$ cat config.mk
export PLATFORM = sky130hd
export DESIGN_NAME = mem_stage_ctrl
export DESIGN_NICKNAME = d
export VERILOG_FILES = /design/src/rtl/mem_stage_ctrl.sv
export SDC_FILE = /design/constraint.sdc
export NUM_CORES = 1
export LEC_CHECK = 0
export CORE_MARGIN = 3
export CORE_UTILIZATION = 36
export DETAILED_ROUTE_END_ITERATION = 10
export GPL_TIMING_DRIVEN = 0
export HOLD_SLACK_MARGIN = 0.03
export PLACE_DENSITY = 0.91
export SYNTH_ARGS = -nofsm -noshare
export SYNTH_HDL_FRONTEND = slang
export SYNTH_SLANG_ARGS = --single-unit
$ cat constraint.sdc
create_clock -name clk -period 1.45 [get_ports clk]
set_input_delay 0.29 -clock clk [delete_from_list [all_inputs] [get_ports clk]]
set_output_delay 0.29 -clock clk [all_outputs]
set_load 0.05 [all_outputs]
$ cat src/rtl/mem_stage_ctrl.sv
// ---------------------------------------------------------------------------
// mem_stage_ctrl
// Consumer side of the EX/MEM pipeline register in the 16-bit pipelined CPU.
// Stalls EX/MEM while a data-memory access is in flight. Runs the req/ack
// handshake with data memory. Resolves taken branches. Holds the MEM/WB
// pipeline register that feeds write-back.
//
// Optional feature macro: MEM_TIMEOUT_EN
//   defined   -> an access that sees no ack for TO_CYCLES REQ cycles is
//                abandoned, mem_err is set (sticky), and the instruction
//                retires without a register write.
//   undefined -> REQ waits indefinitely and mem_err is tied low.
//
// Ports
//   clk, rst                 rising-edge clock, synchronous active-low reset
//   regwrite..muxout         EX/MEM fields of the instruction being presented
//   mem_ack, mem_rdata       memory completion and read data (valid with ack)
//   mem_req, mem_we          access request and write select
//   mem_addr, mem_wdata      address (= aluresult) and store data (= regread2)
//   exmem_wen                EX/MEM write enable (0 = hold current instruction)
//   pc_src, branch_target    branch-taken select and target
//   wb_*                     MEM/WB pipeline register outputs
//   mem_err                  sticky access-timeout flag
// ---------------------------------------------------------------------------
module mem_stage_ctrl #(
    parameter int DW        = 16,
    parameter int RW        = 4,
    parameter int TO_CYCLES = 255
) (
    input  logic          clk,
    input  logic          rst,
    input  logic          regwrite,
    input  logic          memtoreg,
    input  logic          branch,
    input  logic          memwrite,
    input  logic          memread,
    input  logic [DW-1:0] addresult,
    input  logic [DW-1:0] aluresult,
    input  logic [DW-1:0] regread2,
    input  logic          zeroflag,
    input  logic [RW-1:0] muxout,
    input  logic          mem_ack,
    input  logic [DW-1:0] mem_rdata,
    output logic          mem_req,
    output logic          mem_we,
    output logic [DW-1:0] mem_addr,
    output logic [DW-1:0] mem_wdata,
    output logic          exmem_wen,
    output logic          pc_src,
    output logic [DW-1:0] branch_target,
    output logic          wb_regwrite,
    output logic          wb_memtoreg,
    output logic [DW-1:0] wb_rdata,
    output logic [DW-1:0] wb_alu,
    output logic [RW-1:0] wb_dst,
    output logic          mem_err
);

    typedef enum logic [1:0] {
        ST_IDLE = 2'd0,
        ST_REQ  = 2'd1,
        ST_DONE = 2'd2
    } state_t;

    // Last REQ cycle index (counter value) before the access is abandoned.
    localparam logic [7:0] TO_LAST = 8'(TO_CYCLES - 1);

    state_t        state_q, state_d;
    logic [DW-1:0] rdbuf_q, rdbuf_d;
    logic          wb_regwrite_q, wb_regwrite_d;
    logic          wb_memtoreg_q, wb_memtoreg_d;
    logic [DW-1:0] wb_rdata_q, wb_rdata_d;
    logic [DW-1:0] wb_alu_q, wb_alu_d;
    logic [RW-1:0] wb_dst_q, wb_dst_d;
    logic          access_s;
    logic          mem_req_s;
    logic          exmem_wen_s;
    logic          timeout_hit_s;
    logic          timed_out_s;

`ifdef MEM_TIMEOUT_EN
    logic [7:0]    to_cnt_q, to_cnt_d;
    logic          timed_out_q, timed_out_d;
    logic          mem_err_q, mem_err_d;

    // Timeout counter, per-access timed-out flag and sticky error flag.
    always_comb begin
        to_cnt_d      = to_cnt_q;
        timed_out_d   = timed_out_q;
        mem_err_d     = mem_err_q;
        timeout_hit_s = 1'b0;
        if (state_q == ST_IDLE && access_s) begin
            to_cnt_d    = 8'd0;
            timed_out_d = 1'b0;
        end else if (state_q == ST_REQ && !mem_ack) begin
            // An ack on the limit cycle takes priority, so only ack-less cycles count.
            if (to_cnt_q == TO_LAST) begin
                timeout_hit_s = 1'b1;
                timed_out_d   = 1'b1;
                mem_err_d     = 1'b1;
            end else begin
                to_cnt_d = to_cnt_q + 8'd1;
            end
        end else begin
            to_cnt_d = to_cnt_q;
        end
    end

    // Timeout state registers.
    always_ff @(posedge clk) begin
        if (!rst) begin
            to_cnt_q    <= 8'd0;
            timed_out_q <= 1'b0;
            mem_err_q   <= 1'b0;
        end else begin
            to_cnt_q    <= to_cnt_d;
            timed_out_q <= timed_out_d;
            mem_err_q   <= mem_err_d;
        end
    end

    assign timed_out_s = timed_out_q;
    assign mem_err     = mem_err_q;
`else
    logic unused_to_s;

    assign timeout_hit_s = 1'b0;
    assign timed_out_s   = 1'b0;
    assign mem_err       = 1'b0;
    assign unused_to_s   = ^TO_LAST;
`endif

    assign access_s = memread | memwrite;

    // Next state, handshake outputs and MEM/WB loads.
    always_comb begin
        state_d       = state_q;
        rdbuf_d       = rdbuf_q;
        wb_regwrite_d = wb_regwrite_q;
        wb_memtoreg_d = wb_memtoreg_q;
        wb_rdata_d    = wb_rdata_q;
        wb_alu_d      = wb_alu_q;
        wb_dst_d      = wb_dst_q;
        mem_req_s     = 1'b0;
        exmem_wen_s   = 1'b1;
        case (state_q)
            ST_IDLE: begin
                if (access_s) begin
                    // Hold EX/MEM and push a bubble into write-back.
                    exmem_wen_s   = 1'b0;
                    wb_regwrite_d = 1'b0;
                    wb_memtoreg_d = 1'b0;
                    state_d       = ST_REQ;
                end else begin
                    wb_regwrite_d = regwrite;
                    wb_memtoreg_d = memtoreg;
                    wb_rdata_d    = '0;
                    wb_alu_d      = aluresult;
                    wb_dst_d      = muxout;
                end
            end
            ST_REQ: begin
                mem_req_s   = 1'b1;
                exmem_wen_s = 1'b0;
                if (mem_ack) begin
                    rdbuf_d = mem_rdata;
                    state_d = ST_DONE;
                end else if (timeout_hit_s) begin
                    state_d = ST_DONE;
                end else begin
                    state_d = ST_REQ;
                end
            end
            ST_DONE: begin
                // Retire the held instruction; access is not re-evaluated here.
                wb_regwrite_d = regwrite & ~timed_out_s;
                wb_memtoreg_d = memtoreg;
                wb_rdata_d    = rdbuf_q;
                wb_alu_d      = aluresult;
                wb_dst_d      = muxout;
                state_d       = ST_IDLE;
            end
            default: begin
                state_d = ST_IDLE;
            end
        endcase
    end

    // State, read buffer and MEM/WB pipeline register.
    always_ff @(posedge clk) begin
        if (!rst) begin
            state_q       <= ST_IDLE;
            rdbuf_q       <= '0;
            wb_regwrite_q <= 1'b0;
            wb_memtoreg_q <= 1'b0;
            wb_rdata_q    <= '0;
            wb_alu_q      <= '0;
            wb_dst_q      <= '0;
        end else begin
            state_q       <= state_d;
            rdbuf_q       <= rdbuf_d;
            wb_regwrite_q <= wb_regwrite_d;
            wb_memtoreg_q <= wb_memtoreg_d;
            wb_rdata_q    <= wb_rdata_d;
            wb_alu_q      <= wb_alu_d;
            wb_dst_q      <= wb_dst_d;
        end
    end

    assign mem_req       = mem_req_s;
    assign mem_we        = memwrite;
    assign mem_addr      = aluresult;
    assign mem_wdata     = regread2;
    assign exmem_wen     = exmem_wen_s;
    assign pc_src        = branch & zeroflag & (state_q == ST_IDLE);
    assign branch_target = addresult;
    assign wb_regwrite   = wb_regwrite_q;
    assign wb_memtoreg   = wb_memtoreg_q;
    assign wb_rdata      = wb_rdata_q;
    assign wb_alu        = wb_alu_q;
    assign wb_dst        = wb_dst_q;

endmodule

==> flow_summary.json, run 1 <==
{
  "core_area_sq_mm": 0.00653,
  "synth-seq-cells": 56,
  "fin_ws_ns": -0.0720,
  "hold_path.class": "register to register",
  "ys.flop_type": "dfxtp_1",
  "clock_sinks": 56,
  "period_minus_slack_ns": 1.52,
  "vias": 2254,
  "fmax_mhz": 657,
  "layout.nets": 487,
  "p_switching_mw": 1.20,
  "via_per_inst": 4.62,
  "p_int_mw": 2.43,
  "worstSetupStartpointType": "register",
  "leakage_nw": 1.89,
  "numCtsBuffers": 5,
  "initial_utilization_pct": 38.0,
  "cts_root_buf": "clkbuf_8",
  "critPathArrivalTime_ns": 1.23,
  "ys_warn_count": 0,
  "skew_ns": 0.00694,
  "dieArea_sq_mm": 0.00792,
  "grt_pass1_wl_mm": 9.86,
  "finalCritPeriodShare_pct": 105,
  "status": "finished, violations left",
  "drt_iter0_markers": 34,
  "p_per_area_mw_per_mm2": 898,
  "maxSlewHeadroom_pct": 65.0,
  "worstSetupPathType": "register to output pin",
  "overflow": 0,
  "diodes": 0,
  "grt_max_degree": 18,
  "cap_violations": 0,
  "failed_checks": "negative setup slack",
  "synthArstFlopShare_pct": 0,
  "area_delta_synth_final_pct": 63.3,
  "worstSetupEndpointType": "output pin",
  "synth_edf_count": 0,
  "synth_fp_nets": 345,
  "hold_ws_ns": 0.465,
  "synthCells": 268,
  "place_ws_ns": -0.743,
  "crit_fanout": 6,
  "total_power_mw": 3.64,
  "die_h_um": 89.0,
  "grt_antenna_before_repair": 0,
  "clk_latency_ns": 0.31,
  "hold_viol_final": 0,
  "clkSlewWorstSetupHoldPaths_ns": 0.10,
  "finalSetupViolCount": 1,
  "port_buffers": 133,
  "synth.avg_cell_area_sq_um": 9.26,
  "ios": 168,
  "swShare_pct": 33.1,
  "synthDistinctLibCells": 26,
  "cts_tree": "yes",
  "power_frac_clock_pct": 24.8,
  "worst_pin_slew_ns": 0.524,
  "wl_per_cell_um": 13.7,
  "firstDrtPassIters": 4,
  "netlist_area_sq_mm": 0.00248,
  "drc": 0,
  "vdd_drop_max_mv": 0.421,
  "utilization_pct": 62.0,
  "clockBufferDepth": 2,
  "place_area_sq_mm": 0.00391,
  "num_rows": 29,
  "slew_violations": 0,
  "wl_mm": 6.67,
  "grt_pass1_vias": 2214,
  "final_area_sq_mm": 0.00405,
  "combPwrFrac_pct": 30.2,
  "rsz0062_at_grt": "yes",
  "hpwl_mm": 5.18,
  "layout-drive-gt1-share_pct": 35.5,
  "fp.dieW_um": 89.0,
  "cp_data_required_time_ns": 1.16,
  "gr-usage-all-layers_pct": 16.0,
  "ant_nets": 0,
  "htree_levels": 2,
  "p_seq_share_pct": 45.0,
  "globalplace.congestion": 0.740,
  "ys_seq_area_share_pct": 45.2
}
## power by group through the flow
| stage | Sequential (mW) | Clock [mW] | Combinational, mW |
|---|---|---|---|
| after detailed placement | 1.67 | 0 | 1.14 |
| final | 1.64 | 0.904 | 1.10 |
| after global placement | 1.67 | 0 | 1.12 |
| after CTS | 1.63 | 0.928 | 1.11 |
| after global routing | 1.64 | 0.977 | 1.16 |
| after floorplan | 1.80 | 0 | 0.608 |
## routing by layer
metal / wire (um) / part of all wire [%] / GRT usage, % / vias up
li1: - / - / - / 1103
met5: 0 / 0 / 0 / -
met3: 652 / 9.8 / 4.24 / 6
met4: 46 / 0.69 / 4.33 / 0
met2: 3360 / 50 / 30.1 / 117
met1: 2610 / 39 / 17.6 / 1028
## critical path, cell delays in order, from the launching register on
cell and delay [ns]:
dfxtp_2 0.34, buf_6 0.13, nor3_2 0.05, or2_4 0.25, buf_8 0.15
## cells by family (layout without fill, tap and decap cells)
group	count (synthesis)	in the layout	synth area share [%]
flip-flops	56	56	45.2
buffers and inverters	68	211	21.0
AO/OA/AOI/OAI	37	37	11.3
multiplexers	20	20	8.07
AND/OR/NAND/NOR	86	86	14.3
other	1	1	0.151
## stage by stage
step / instances / TNS (ns)
after floorplan: 268 / 0
after global placement: 478 / -15.91
after detailed placement: 478 / -16.96
after CTS: 488 / -0.0874
after global routing: 488 / -0.162
final: 488 / -0.0720
## path summary, 6_finish.rpt
path                    from          end  slack, ns  cells after the start
setup / recovery  state_q[0]    exmem_wen      -0.07                      4
hold reg to reg    wb_alu[0]    wb_alu[0]       0.46                      2
setup reg to reg  state_q[0]  rdbuf_q[10]       0.14                      6
hold / removal     wb_alu[0]    wb_alu[0]       0.46                      2
## flip-flops by register name, indices dropped and copies added, names as in the netlist
name	count
rdbuf_q	16
wb_alu	16
wb_rdata	16
wb_dst	4
state_q	2
wb_memtoreg	1
wb_regwrite	1
## cell usage after synthesis, types with 2 or more instances
master | count | share of area (%)
a22o_1 | 10 | 3.5
nand2_1 | 75 | 11
buf_8 | 2 | 1.2
nand3_1 | 2 | 0.40
dfxtp_1 | 56 | 45
mux2i_1 | 20 | 8.1
a21oi_1 | 18 | 3.6
clkbuf_1 | 5 | 0.76
nor2_1 | 2 | 0.30
a22o_2 | 6 | 2.4
nor3_1 | 2 | 0.40
buf_6 | 6 | 2.7
buf_4 | 51 | 15
## cell type report
cell class / count / area (sq um)
Tap cell: 77 / 96.3
Clock buffer: 6 / 82.6
Sequential cell: 56 / 1120
Buffer: 66 / 508
Fill cell: 561 / 2480
Inverter: 2 / 12.5
Multi-Input combinational cell: 144 / 860
Timing Repair Buffer: 135 / 1360
Clock inverter: 2 / 13.8
## repair_timing
action                                  in CTS  in global routing
buffers inserted                             2                  0
endpoints found under the setup margin      66                 35
gates resized for setup                    227                 36
hold buffers                                 0                  0
gates cloned                                 0                  0
pin swaps                                    2                  1
## cells in the final DEF, fill, tap and decap left out
cell and n:
mux2i_1 20, a22o_2 6, nand3b_2 1, buf_1 1, clkinv_2 1, nor2_1 1, buf_4 53, clkbuf_2 4
clkdlybuf4s50_1 41, dfxtp_1 54, nor2_4 1, and3b_1 1, buf_6 8, dlygate4sd2_1 10, o21bai_4 1, buf_8 3
a211oi_1 1, clkbuf_8 6, buf_2 13, conb_1 1, clkbuf_1 5, nand3_1 2, a21oi_4 1, nor3_2 2
or2_4 1, and2_4 1, a22o_1 10, inv_6 2, a21oi_1 18, clkbuf_4 4, nand2_1 75, and3_4 1
dfxtp_2 2, dlymetal6s2s_1 24, clkdlybuf4s15_2 35, inv_1 1
Note: power is estimated with default switching activity, not from simulation.
==> run 2, diff against run 1 <==
--- a/config.mk
+++ b/config.mk
@@ -5,12 +5,12 @@
 export SDC_FILE = /design/constraint.sdc
 export NUM_CORES = 1
 export LEC_CHECK = 0
-export CORE_MARGIN = 3
 export CORE_UTILIZATION = 36
 export DETAILED_ROUTE_END_ITERATION = 10
 export GPL_TIMING_DRIVEN = 0
 export HOLD_SLACK_MARGIN = 0.03
 export PLACE_DENSITY = 0.91
+export REMOVE_ABC_BUFFERS = 1
 export SYNTH_ARGS = -nofsm -noshare
 export SYNTH_HDL_FRONTEND = slang
 export SYNTH_SLANG_ARGS = --single-unit
==> run 2 against run 1 <==
  * The flow now finishes without violations
  * Total power decreased by 5.4%
  * First-iteration DRC count increased by 2.9%
  * Global-route usage up 2.2 points
  * Critical endpoint unchanged
  * Critical path depth fell by 1
  * Cell area is 19% lower
==> flow_summary.json, run 2 (synthesis gave the netlist of run 1 again) <==
{
  "initial_utilization_pct": 38.2,
  "fillCellCount": 598,
  "dp.cells": 381,
  "layout.nets": 398,
  "gr-usage-all-layers_pct": 18.2,
  "die_h_um": 85.0,
  "vias": 1954,
  "dieArea_sq_mm": 0.00723,
  "clkSlewWorstSetupHoldPaths_ns": 0.10,
  "grt_pass1_vias": 1917,
  "hold_buffers": 0,
  "worstSetupStartpointType": "register",
  "finalSetupViolCount": 0,
  "final_cell_mix": "nand2_1 (75), dfxtp_1 (54), clkdlybuf4s50_1 (39)",
  "ant_nets": 0,
  "critPathArrivalTime_ns": 1.16,
  "hold_ws_ns": 0.445,
  "status": "finished clean",
  "drc": 0,
  "clockBufferDepth": 2,
  "fp.dieW_um": 85.0,
  "port_buffers": 102,
  "grt_antenna_before_repair": 0,
  "worstSetupPathType": "register to output pin",
  "htree_levels": 2,
  "cts_tree": "yes",
  "hold_path.class": "input pin to register",
  "grt_max_degree": 44,
  "fin_ws_ns": 0.00297,
  "period_minus_slack_ns": 1.45,
  "numCtsBuffers": 5,
  "crit_fanout": 5,
  "grt_pass1_wl_mm": 10.1,
  "via_per_inst": 4.90,
  "core_area_sq_mm": 0.00649,
  "cap_violations": 0,
  "slew_violations": 0,
  "area_delta_synth_final_pct": 32.1,
  "skew_ns": 0.00611,
  "firstDrtPassIters": 4,
  "clk_latency_ns": 0.31,
  "fmax_mhz": 691,
  "wl_per_cell_um": 16.5,
  "p_per_area_mw_per_mm2": 1050,
  "vdd_drop_max_mv": 0.501,
  "total_power_mw": 3.44,
  "drt_iter0_markers": 35,
  "layout-drive-gt1-share_pct": 29.5,
  "place_ws_ns": -1.92,
  "globalplace.congestion": 0.669,
  "worstSetupEndpointType": "output pin",
  "finalCritPeriodShare_pct": 99.8,
  "final_cells": 399,
  "diodes": 0,
  "layout_commonest_cell": "nand2_1",
  "hold_viol_final": 0,
  "utilization_pct": 50.5,
  "num_rows": 29,
  "ios": 168,
  "overflow": 0,
  "clock_sinks": 56,
  "rsz0062_at_grt": "yes",
  "leakage_nw": 1.29,
  "hpwl_mm": 4.53,
  "cp_data_required_time_ns": 1.16,
  "cts_root_buf": "clkbuf_8",
  "wl_mm": 6.60
}
run 2: cell count changes in the layout (fill, tap and decap cells not counted), moves of 4 or more:
cell / previous run / this run
buf_6: 8 / 1
dlymetal6s2s_1: 24 / 2
clkbuf_1: 5 / 0
clkbuf_2: 4 / 8
dlygate4sd2_1: 10 / 2
buf_4: 53 / 8
run 2: layer usage:
metal / global-route usage, % / part of all wire (%)
met3: 9.82 / 11
met1: 22.8 / 45
met2: 28.2 / 44
met5: 0 / 0
met4: 2.77 / 0.53
run 2: metrics by stage:
| step | TNS, ns | cell area [sq um] |
|---|---|---|
| final | 0 | 3280 |
| after global routing | -0.0781 | 3280 |
| after CTS | -0.0190 | 3320 |
| after detailed placement | -80.70 | 3090 |
| after global placement | -75.40 | 3090 |
| after floorplan | -0.395 | 1970 |
run 2: worst max-delay path: stages, from the launching register on:
cell     delay (ns)
dfxtp_4        0.42
nor3_2         0.05
or2_4          0.24
buf_8          0.15
run 2: power by group:
part	switching (mW)	internal [mW]	leakage [nW]	total [mW]
Clock	0.506	0.565	0.0614	1.07
Sequential	0.0381	1.60	0.456	1.64
Combinational	0.453	0.277	0.775	0.731
run 2: path summary, 6_finish.rpt:
kind	end	cells past startpoint	startpoint	slack, ns
worst max-delay path	exmem_wen	3	state_q[0]	0.003
worst min register to register	rdbuf_q[5]	2	rdbuf_q[5]	0.46
worst max register to register	rdbuf_q[4]	4	state_q[0]	0.20
worst min-delay path	wb_dst[2]	3	rst	0.44
run 2: area by class of cell:
class / instances / area, sq um / share of cell area, %
sequential: 56 / 1130 / 34.4
timing repair buffer: 110 / 1050 / 32.1
multi-input combinational: 145 / 862 / 26.3
tap: 77 / 96.3 / 2.94
clock buffer: 6 / 82.6 / 2.52
clock inverter: 2 / 38.8 / 1.18
inverter: 2 / 16.3 / 0.496
timing repair inverter: 1 / 5.00 / 0.153
run 2: timing repair:
item,in CTS,in global routing
setup buffers,4,4
gates cloned,1,1
pin swaps,2,2
setup endpoints to repair,114,64
gates resized for setup,195,31
hold endpoints to repair,0,0
==> run 3, diff against run 2 <==
--- a/config.mk
+++ b/config.mk
@@ -5,6 +5,7 @@
 export SDC_FILE = /design/constraint.sdc
 export NUM_CORES = 1
 export LEC_CHECK = 0
+export CORE_MARGIN = 5
 export CORE_UTILIZATION = 36
 export DETAILED_ROUTE_END_ITERATION = 10
 export GPL_TIMING_DRIVEN = 0
==> run 3 against run 2 <==
  * The flow now finishes with violations (negative setup slack)
  * Sequential power is essentially flat
  * Worst hold slack gained 0.0040 ns
  * Final cell count decreased by 0.25%
  * Core utilization decreased by 3.2 points
  * First-iteration DRC count rose by 40%
  * Sequential share of layout area up 0.92 points
  * Die area rose by 20%
  * Largest cell class unchanged
  * Largest power group unchanged
==> flow_summary.json, run 3 (synthesis gave the netlist of run 1 again) <==
{
  "hold_viol_final": 0,
  "fin_ws_ns": -0.0388,
  "ff2ff_setup_slack_ns": 0.13,
  "leakage_nw": 1.24,
  "clockBufferDepth": 2,
  "worstRegToRegCells": 3,
  "failed_checks": "negative setup slack",
  "cap_violations": 0,
  "ios": 168,
  "vias": 1920,
  "firstDrtPassIters": 4,
  "worstSetupEndpointType": "output pin",
  "wl_met3_um": 858,
  "port_buffers": 102,
  "cp_data_required_time_ns": 1.16,
  "grt_antenna_before_repair": 0,
  "min_to": "wb_alu[5]",
  "die_h_um": 93.0,
  "grt_pass1_wl_mm": 9.85,
  "via_per_inst": 4.82,
  "grt_max_degree": 44,
  "htree_levels": 2,
  "status": "finished, violations left",
  "hold_buffers": 0,
  "maxUsedRoutingLayer": "met4",
  "vdd_drop_max_mv": 0.528,
  "ant_nets": 0,
  "cts_tree": "yes",
  "crit_fanout": 3,
  "path_common_cell": "dlygate4sd2_1",
  "finalSetupViolCount": 2,
  "cpMaxStageDelayCell": "dlygate4sd2_1",
  "num_rows": 30,
  "finalCritPeriodShare_pct": 103,
  "overflow": 0,
  "fp.dieW_um": 93.0,
  "hold_path.class": "input pin to register",
  "dp.cells": 384,
  "crit_buf_inv": 2,
  "hold_ws_ns": 0.449,
  "layout.nets": 394,
  "area_delta_synth_final_pct": 28.7,
  "place_area_sq_mm": 0.00309,
  "utilization_pct": 47.3,
  "numCtsBuffers": 5,
  "startpoint": "memwrite",
  "final_area_sq_mm": 0.00319,
  "rsz0062_at_grt": "yes",
  "dieArea_sq_mm": 0.00865,
  "layout-drive-gt1-share_pct": 28.3,
  "worstSetupPathType": "input pin to output pin",
  "skew_ns": 0.00404,
  "critical_path.top_delay_family": "buffers and inverters",
  "grt_pass1_vias": 1885,
  "globalplace.congestion": 0.679,
  "dr_wl_met2_mm": 2.82,
  "critPathArrivalTime_ns": 1.20,
  "cts_root_buf": "clkbuf_8",
  "fillCellCount": 638,
  "initial_utilization_pct": 36.7,
  "diodes": 0,
  "drt_iter0_markers": 49,
  "core_area_sq_mm": 0.00676,
  "wl_met1_mm": 3.06,
  "r2r-end": "wb_alu[15]",
  "drc": 0,
  "hp-start": "rst",
  "layout_commonest_cell": "nand2_1",
  "clock_sinks": 56,
  "worstReg2RegStart": "state_q[1]",
  "fmax_mhz": 672,
  "clk_latency_ns": 0.30,
  "max_stage_delay_ns": 0.57,
  "hpwl_mm": 4.93,
  "gr-usage-all-layers_pct": 14.8,
  "wl_mm": 6.83,
  "final_cell_mix": "nand2_1 (75), dfxtp_1 (54), clkdlybuf4s50_1 (41)",
  "period_minus_slack_ns": 1.49,
  "final_cells": 398,
  "p_per_area_mw_per_mm2": 1010,
  "path_cells": "dlygate4sd2_1 -> dlygate4sd2_1",
  "clkSlewWorstSetupHoldPaths_ns": 0.09,
  "worstSetupStartpointType": "input pin",
  "min_path_cells": 3,
  "wl_per_cell_um": 17.2,
  "slew_violations": 0
}
-- run 3: cell count changes in the layout (fill, tap and decap cells not counted), sizes merged --
cell / change
clkdlybuf4s15: -5
bufinv: -1
dlymetal6s2s: -2
clkdlybuf4s18: -1
dlygate4sd2: +1
clkbuf: +2
clkdlybuf4s50: +2
clkinvlp: +1
clkinv: -1
-- run 3: layer usage --
metal / vias up / GRT usage [%]
met5: - / 3.21
met1: 860 / 18.1
met2: 125 / 22.3
met4: 0 / 2.56
met3: 9 / 8.77
li1: 926 / -
-- run 3: worst max path at each step --
stage | endpoint | slack, ns | depth (start not counted)
6_report | mem_we | -0.04 | 2
2_1_floorplan | pc_src | -0.35 | 1
3_5_place_dp | wb_rdata[14] | -1.88 | 4
5_1_grt | mem_we | -0.09 | 2
3_3_place_gp | wb_rdata[9] | -1.80 | 4
4_1_cts | exmem_wen | -0.03 | 3
-- run 3: worst min-delay path, stage by stage --
cell and delay [ns]:
buf_4 0.24, nand2_1 0.11, mux2i_1 0.05
-- run 3: area by class of cell --
| class | instances | area, sq um | share of cell area, % |
|---|---|---|---|
| Timing Repair Buffer | 106 | 985 | 30.8 |
| Inverter | 2 | 16.3 | 0.509 |
| Multi-Input combinational cell | 145 | 867 | 27.2 |
| Clock inverter | 1 | 7.51 | 0.235 |
| Clock buffer | 7 | 86.3 | 2.70 |
| Sequential cell | 56 | 1130 | 35.3 |
| Tap cell | 80 | 100 | 3.13 |
| Timing Repair inverter | 1 | 5.00 | 0.157 |
-- run 3: power by group --
part,total [mW],internal (mW),switching (mW)
sequential,1.64,1.60,0.0392
combinational,0.714,0.263,0.451
clock,0.882,0.390,0.493
total,3.24,2.25,0.983
-- run 3: metrics by stage --
stage,setup WS (ns),power [mW],setup TNS (ns)
final,-0.0388,3.24,-0.0693
after global routing,-0.0860,3.37,-0.158
after CTS,-0.0268,3.28,-0.0268
after detailed placement,-1.88,2.40,-78.47
after global placement,-1.80,2.38,-74.34
after floorplan,-0.348,1.98,-0.395
-- run 3: what timing repair did --
action | 4_1_cts | 5_1_grt
cloned | 1 | 1
buffers inserted | 2 | 2
setup endpoints to repair | 114 | 35
pin swaps | 0 | 3
resized for setup | 203 | 27
